**src/rtl/hazard_md.sv**
```systemverilog
// +--------------------------------------------------------------------------+
// | Module  : hazard_md                                                      |
// | Brief   : 5-stage pipeline hazard controller: Tuse/Tnew stalls, D/E/M    |
// |           forward selects and a multiply/divide busy tracker.            |
// |           Optional HAZARD_STAT_EN adds stall statistics counters.        |
// | Revision: 1.0 - initial release                                          |
// +--------------------------------------------------------------------------+
`default_nettype none

module hazard_md #(
    parameter int REG_AW      = 5,
    parameter int T_W         = 2,
    parameter int MULT_CYCLES = 5,
    parameter int DIV_CYCLES  = 10,
    parameter int CNT_W       = 4
) (
    input  logic              clk,
    input  logic              reset,
    input  logic [T_W-1:0]    tUseRs,
    input  logic [T_W-1:0]    tUseRt,
    input  logic [T_W-1:0]    tNew_E,
    input  logic [T_W-1:0]    tNew_M,
    input  logic [REG_AW-1:0] rs_D,
    input  logic [REG_AW-1:0] rt_D,
    input  logic [REG_AW-1:0] rs_E,
    input  logic [REG_AW-1:0] rt_E,
    input  logic [REG_AW-1:0] rt_M,
    input  logic [REG_AW-1:0] rIR_E,
    input  logic [REG_AW-1:0] rIR_M,
    input  logic [REG_AW-1:0] rIR_W,
    input  logic              regWrite_E,
    input  logic              regWrite_M,
    input  logic              regWrite_W,
    input  logic              md_D,
    input  logic              mdStart_E,
    input  logic              mdDiv_E,
    output logic              stall,
    output logic              flush_E,
    output logic [1:0]        F_mux1_D,
    output logic [1:0]        F_mux2_D,
    output logic [1:0]        F_mux1_E,
    output logic [1:0]        F_mux2_E,
    output logic              F_mux1_M,
    output logic              mdBusy
`ifdef HAZARD_STAT_EN
    ,
    output logic [31:0]       stallCnt,
    output logic [31:0]       mdStallCnt
`endif
);

    localparam logic [T_W-1:0]   C_TUSE_NONE = {T_W{1'b1}};
    localparam logic [CNT_W-1:0] C_MULT_LD   = CNT_W'(MULT_CYCLES);
    localparam logic [CNT_W-1:0] C_DIV_LD    = CNT_W'(DIV_CYCLES);

    logic [CNT_W-1:0] cnt_q, cnt_d;
    logic             w_stall_rs, w_stall_rt, w_md_stall;

    function automatic logic src_stall(
        input logic [REG_AW-1:0] src,
        input logic [T_W-1:0]    tuse,
        input logic [REG_AW-1:0] dst_e,
        input logic              we_e,
        input logic [T_W-1:0]    tnew_e,
        input logic [REG_AW-1:0] dst_m,
        input logic              we_m,
        input logic [T_W-1:0]    tnew_m
    );
        logic hit_e, hit_m;
        hit_e = we_e && (src == dst_e) && (tuse < tnew_e);
        hit_m = we_m && (src == dst_m) && (tuse < tnew_m);
        return (src != '0) && (tuse != C_TUSE_NONE) && (hit_e || hit_m);
    endfunction

    // E can only forward once its result exists (tNew_E == 0)
    function automatic logic [1:0] fwd_d(
        input logic [REG_AW-1:0] src,
        input logic [REG_AW-1:0] dst_e,
        input logic              we_e,
        input logic [T_W-1:0]    tnew_e,
        input logic [REG_AW-1:0] dst_m,
        input logic              we_m,
        input logic [REG_AW-1:0] dst_w,
        input logic              we_w
    );
        logic [1:0] sel;
        sel = 2'd0;
        if (src != '0) begin
            if (we_e && src == dst_e && tnew_e == '0) sel = 2'd3;
            else if (we_m && src == dst_m)            sel = 2'd2;
            else if (we_w && src == dst_w)            sel = 2'd1;
        end
        return sel;
    endfunction

    function automatic logic [1:0] fwd_e(
        input logic [REG_AW-1:0] src,
        input logic [REG_AW-1:0] dst_m,
        input logic              we_m,
        input logic [REG_AW-1:0] dst_w,
        input logic              we_w
    );
        logic [1:0] sel;
        sel = 2'd0;
        if (src != '0) begin
            if (we_m && src == dst_m)      sel = 2'd2;
            else if (we_w && src == dst_w) sel = 2'd1;
        end
        return sel;
    endfunction

    always_comb begin
        w_stall_rs = src_stall(rs_D, tUseRs, rIR_E, regWrite_E, tNew_E,
                               rIR_M, regWrite_M, tNew_M);
        w_stall_rt = src_stall(rt_D, tUseRt, rIR_E, regWrite_E, tNew_E,
                               rIR_M, regWrite_M, tNew_M);
        // Start cycle also stalls so a second md op never enters E behind it
        w_md_stall = md_D && ((cnt_q != '0) || mdStart_E);
        stall      = w_stall_rs || w_stall_rt || w_md_stall;
        flush_E    = stall;
        mdBusy     = (cnt_q != '0);
        F_mux1_D   = fwd_d(rs_D, rIR_E, regWrite_E, tNew_E, rIR_M, regWrite_M,
                           rIR_W, regWrite_W);
        F_mux2_D   = fwd_d(rt_D, rIR_E, regWrite_E, tNew_E, rIR_M, regWrite_M,
                           rIR_W, regWrite_W);
        F_mux1_E   = fwd_e(rs_E, rIR_M, regWrite_M, rIR_W, regWrite_W);
        F_mux2_E   = fwd_e(rt_E, rIR_M, regWrite_M, rIR_W, regWrite_W);
        F_mux1_M   = (rt_M != '0) && regWrite_W && (rt_M == rIR_W);
    end

    always_comb begin
        cnt_d = cnt_q;
        if (mdStart_E)          cnt_d = mdDiv_E ? C_DIV_LD : C_MULT_LD;
        else if (cnt_q != '0)   cnt_d = cnt_q - 1'b1;
    end

    always_ff @(posedge clk or posedge reset) begin
        if (reset) cnt_q <= '0;
        else       cnt_q <= cnt_d;
    end

`ifdef HAZARD_STAT_EN
    logic [31:0] stallCnt_q, stallCnt_d;
    logic [31:0] mdStallCnt_q, mdStallCnt_d;

    always_comb begin
        stallCnt_d   = stallCnt_q;
        mdStallCnt_d = mdStallCnt_q;
        if (stall && stallCnt_q != 32'hFFFF_FFFF)
            stallCnt_d = stallCnt_q + 32'd1;
        if (w_md_stall && mdStallCnt_q != 32'hFFFF_FFFF)
            mdStallCnt_d = mdStallCnt_q + 32'd1;
    end

    always_ff @(posedge clk or posedge reset) begin
        if (reset) begin
            stallCnt_q   <= '0;
            mdStallCnt_q <= '0;
        end else begin
            stallCnt_q   <= stallCnt_d;
            mdStallCnt_q <= mdStallCnt_d;
        end
    end

    assign stallCnt   = stallCnt_q;
    assign mdStallCnt = mdStallCnt_q;
`endif

endmodule

`default_nettype wire

```
**config.mk**
```make
export PLATFORM = sky130hd
export DESIGN_NAME = hazard_md
export DESIGN_NICKNAME = d
export VERILOG_FILES = /design/src/rtl/hazard_md.sv
export SDC_FILE = /design/constraint.sdc
export NUM_CORES = 1
export LEC_CHECK = 0
export CAP_MARGIN = 25
export CORE_MARGIN = 2
export CORE_UTILIZATION = 38
export CTS_BUF_LIST = sky130_fd_sc_hd__clkbuf_16
export DETAILED_ROUTE_END_ITERATION = 8
export PLACE_DENSITY = 0.81
export SKIP_LAST_GASP = 1
export SYNTH_ARGS = -nofsm -noshare
export SYNTH_HDL_FRONTEND = slang
export SYNTH_SLANG_ARGS = --single-unit
```
**constraint.sdc**
```tcl
create_clock -name clk -period 1.94 [get_ports clk]
set_input_delay 0.388 -clock clk [delete_from_list [all_inputs] [get_ports clk]]
set_output_delay 0.388 -clock clk [all_outputs]
set_load 0.02 [all_outputs]
```
* Word-level counts from Yosys, hierarchy flattened
Cells that the tools add are included.
** Operators by class
- Add/sub/neg operators :: 1
- Order comparisons :: 4
- Equality and inequality tests :: 13
- Mux-type cells :: 17
- Reduce and logical (&&, ||, !) cells :: 36
** Operator list (count)
- $eq 5x5->1 :: 11
- $reduce_bool 5->1 :: 5
- $logic_and 1x1->1 :: 23
- $mux 2 :: 10
- $mux 4 :: 3
- $lt 2x2->1 :: 4
- $logic_or 1x1->1 :: 5
- $mux 1 :: 4
- $ne 2x2->1 const B :: 2
- $reduce_bool 4->1 :: 1
- $sub 4x1->4 const B :: 1
- $logic_not 2->1 :: 1
- $reduce_bool 2->1 :: 1
** Storage, ports and cells
- Register bits :: 4
- Input port bits :: 56
- Output and inout bits :: 12
- Word-level logic and storage cells :: 72

* Logic depth before layout (Yosys ltp)
- Depth in word-level cells :: 7
- Gate-level depth with buffers :: 8
- Gate-level depth less buffers :: 6

* Least setup slack after synthesis
OpenSTA, ideal clock, no wires.
- Kind :: reg-to-output
- Start :: reg cnt_q[0]
- End :: out stall
- Arrival time :: 1.724 ns
- Required time :: 1.552 ns
- Setup slack :: -0.172 ns
- Stages on the path, launching flop included :: 9
- Buffers on the path :: 2
- Path through :: dfrtp_1 inv_1 ha_1 and2_1 clkbuf_1 inv_1 o21ai_0 o2111ai_2 buf_4
** On the way
- Word-level cells in the longest chain between the ends :: 4
** RTL lines
- start: declaration :: line 56 : logic [CNT_W-1:0] cnt_q, cnt_d;
- start signal: assignment :: line 139 : else cnt_q <= cnt_d;
- $reduce_bool 4->1
- net mdBusy :: line 44 : output logic mdBusy
- $logic_or 1x1->1 :: line 118 : w_md_stall = md_D && ((cnt_q != '0) || mdStart_E);
- $logic_and 1x1->1 :: line 118
- $logic_or 1x1->1 :: line 119 : stall = w_stall_rs || w_stall_rt || w_md_stall;
- end: declaration :: line 37 : output logic stall,
The timed path passes the listed nets, and every way through them passes these cells.

* Worst setup path in the final report
- Start :: in rIR_M[3]
- End :: out stall
** On the way
- Word-level cells in the longest chain between the ends :: 7
- Elaborated cells between the ends (all ways) :: 12
- Classes of those cells :: eq/ne (2); reduce/logical (10)
** RTL lines
- start: declaration :: line 29 : input logic [REG_AW-1:0] rIR_M,
- $eq 5x5->1 :: line 71 : hit_m = we_m && (src == dst_m) && (tuse < tnew_m);
- $logic_and 1x1->1 (2 in series) :: line 71
- $logic_or 1x1->1 :: line 72 : return (src != '0) && (tuse != C_TUSE_NONE) && (hit_e || hit_m);
- $logic_and 1x1->1 :: line 72
- $logic_or 1x1->1 * (2 in series) :: line 119
Every way passes the cells marked *; elsewhere a longest branch is shown, timed or not.

==> results_dict.tcl <==
set metrics [dict create \
    insertion_delay_ns 0.22 \
    cts-root-buf "clkbuf_16" \
    route.detailed.drc 0 \
    ant_nets 0 \
    synth_xor_area_share_pct 42.66 \
    synth_edf_count 0 \
    crit_required_ns 1.55 \
    syn_inst 152 \
    max_stage_delay_ns 0.32 \
    layout.nets 341 \
    setup_ws_ns -0.2464 \
    rows 19 \
    synthAdderAreaFrac_pct 6.529 \
    path_cells "buf_8, xor2_2, nor4_2, nand3_1, a2bb2oi_2, o2111ai_2, buf_6" \
    grt.total_usage_pct 32.73 \
    vdd_drop_max_mv 0.7603 \
    nFillCells 110 \
    clock_sinks 4 \
    min-delay-path-class "input pin to async pin" \
    gp_congestion 0.8616 \
    antenna_cells 0 \
    critPathSlowestCell "nor4_2" \
    synth_area_leader_cell "xor2_1" \
    run_status "complete, but fails checks" \
    p_per_area_nw_per_um2 435.7 \
    skew_ns 0.0001478 \
    totalWireLength_um 6975 \
    first_pass_iters 4 \
    grt_max_degree 7 \
    die-area_um2 3482 \
    numPortBuffers 67 \
    die_w_um 59.01 \
    r2r_slack_ns 0.51 \
    ys_async_sr_fraction_pct 100.0 \
    postCtsHoldBufs 0 \
    clockBufferDepth 2 \
    synth.area.mux_share_pct 0 \
    fin_total_pwr_mw 1.133 \
    synth.avg_cell_area_um2 7.565 \
    htree_num_levels 1 \
    wl_per_cell_um 22.65 \
    crit_buf_inv 2 \
    worstMarginPinSlew_ns 0.3511 \
    synth_cell_types 30 \
    path_class "input pin to output pin" \
    synth.most_common_cell "xor2_1" \
    area_growth_pct 126.1 \
    p_leak_nw 1.213 \
    cts_tree "done" \
    ys_seq_elements 4 \
    first_iter_violations 157 \
    synthFlopType "dfrtp_1" \
    via_per_inst 5.786 \
    pin_count 68 \
    crit_family "simple AND/OR/NAND/NOR gates" \
    worst_setup_hold_path_clk_slew_ns 0.03 \
    top_regs "cnt_q: 4 flops" \
    hold_viol 0 \
    top_register "cnt_q" \
    violations "setup timing" \
    dp_hpwl_um 3877 \
    cp.arrival_ns 1.80 \
    initial_core_util_pct 40.99 \
    synth_common_cells "xor2_1 (34), xnor2_1 (22), a21oi_1 (11)" \
    fin_crit_sh_pct 112.7 \
    seq_area_frac_synth_pct 8.705 \
    grt_pass1_vias 1763 \
    max_cap_viol_count 0 \
    rsz0062_at_grt "true" \
    drive_above_1_share_pct 55.23 \
    cts-buffers-inserted 3 \
    yosysWarnings 0 \
    worstPathMaxFanout 2 \
    placed_cells 296 \
    synth-simple-area-share_pct 25.35 \
    post-synth-top-area-fraction_pct 25.90 \
    period_needed_ns 2.186 \
    syn_nets 214 \
    vias 1782 \
    largest_reg_flops 4 \
    cp-start-kind "input pin" \
    instances_no_fill 308 \
    slew_headroom_pct 76.41 \
    mappedNetlistArea_um2 1150 \
    grt_first_pass_wirelength_um 8480 \
    drv_slew 0 \
    synth_compound_area_share_pct 11.43 \
    die_y_um 59.01 \
    worstSetupEndpointType "output pin" \
    gr-total-overflow 0 \
    ys_top_cells_by_area "xor2_1 (26%), xnor2_1 (17%), dfrtp_1 (8.7%), ha_1 (6.5%), nor4_1 (4.9%)" \
    setup_viol 9 \
    core_area_um2 2805 \
    fmax_ghz 0.4574 \
    synth_top_family_by_area "XOR/XNOR gates" \
    antenna_found_initial 0 \
]
==> path summary, 6_finish.rpt <==
kind | endpoint | startpoint | cells after the start
max in group asynchronous | cnt_q[0] | reset | 2
setup reg to reg | cnt_q[0] | cnt_q[0] | 6
setup / recovery | stall | rIR_M[3] | 7
min in group clk | cnt_q[1] | cnt_q[1] | 3
hold / removal | cnt_q[2] | reset | 2
hold reg to reg | cnt_q[1] | cnt_q[1] | 3
==> kinds of logic after synthesis <==
kind of cell	after synthesis
compound gates	21
xor+xnor	56
fa+ha+maj	6
buf+inv	15
flops	4
simple gates	50
==> routing by layer <==
layer,track usage (%),wire (um),vias to the layer above
met5,0,0,-
met4,12.01,320,0
met3,4.585,538,38
met2,63.81,3695,121
met1,35.07,2420,848
li1,-,-,775
==> final cells by class <==
type	count	area (um2)	area share (%)
tap	31	38.79	1.492
sequential	4	100.1	3.850
multi-input combinational	133	1252	48.17
timing repair buffer	130	1107	42.59
clock buffer	3	75.07	2.887
inverter	7	26.28	1.011
==> power by group <==
part | internal, mW | leakage (nW) | total, mW | switching (mW)
sequential | 0.104 | 0.0483 | 0.118 | 0.0138
combinational | 0.347 | 1.13 | 0.689 | 0.342
clock | 0.264 | 0.0370 | 0.326 | 0.0620
total | 0.715 | 1.21 | 1.13 | 0.418
==> cell usage in the layout (no fill, tap or decap), types with 6 or more instances in the layout <==
cell	synthesis	final
clkdlybuf4s50_1	0	6
xnor2_1	22	20
clkbuf_2	1	11
buf_6	0	26
dlygate4sd2_1	0	11
a21oi_2	0	6
buf_2	0	8
buf_4	1	57
xor2_1	34	30
==> what timing repair did <==
item / in CTS / in global routing
gates cloned: 0 / 0
endpoints found under the setup margin: 12 / 12
buffers inserted: 4 / 5
gates resized for setup: 213 / 74
pin swaps: 38 / 30
==> stage by stage <==
| step | setup slack [ns] | hold slack (ns) | utilization [%] | cell area (um2) | setup TNS [ns] |
|---|---|---|---|---|---|
| floorplan | -0.08841 | 0.1541 | - | 1157 | -0.08841 |
| global placement | -0.9512 | 0.5736 | 79.71 | 2236 | -9.298 |
| detailed placement | -0.9808 | 0.5872 | 79.71 | 2236 | -9.672 |
| CTS | -0.1811 | 0.3731 | 85.55 | 2400 | -0.4400 |
| global route | -0.2646 | 0.3941 | 92.69 | 2600 | -1.448 |
| finish | -0.2464 | 0.3751 | 92.69 | 2600 | -1.281 |
Power figures use the tool's default switching activity.
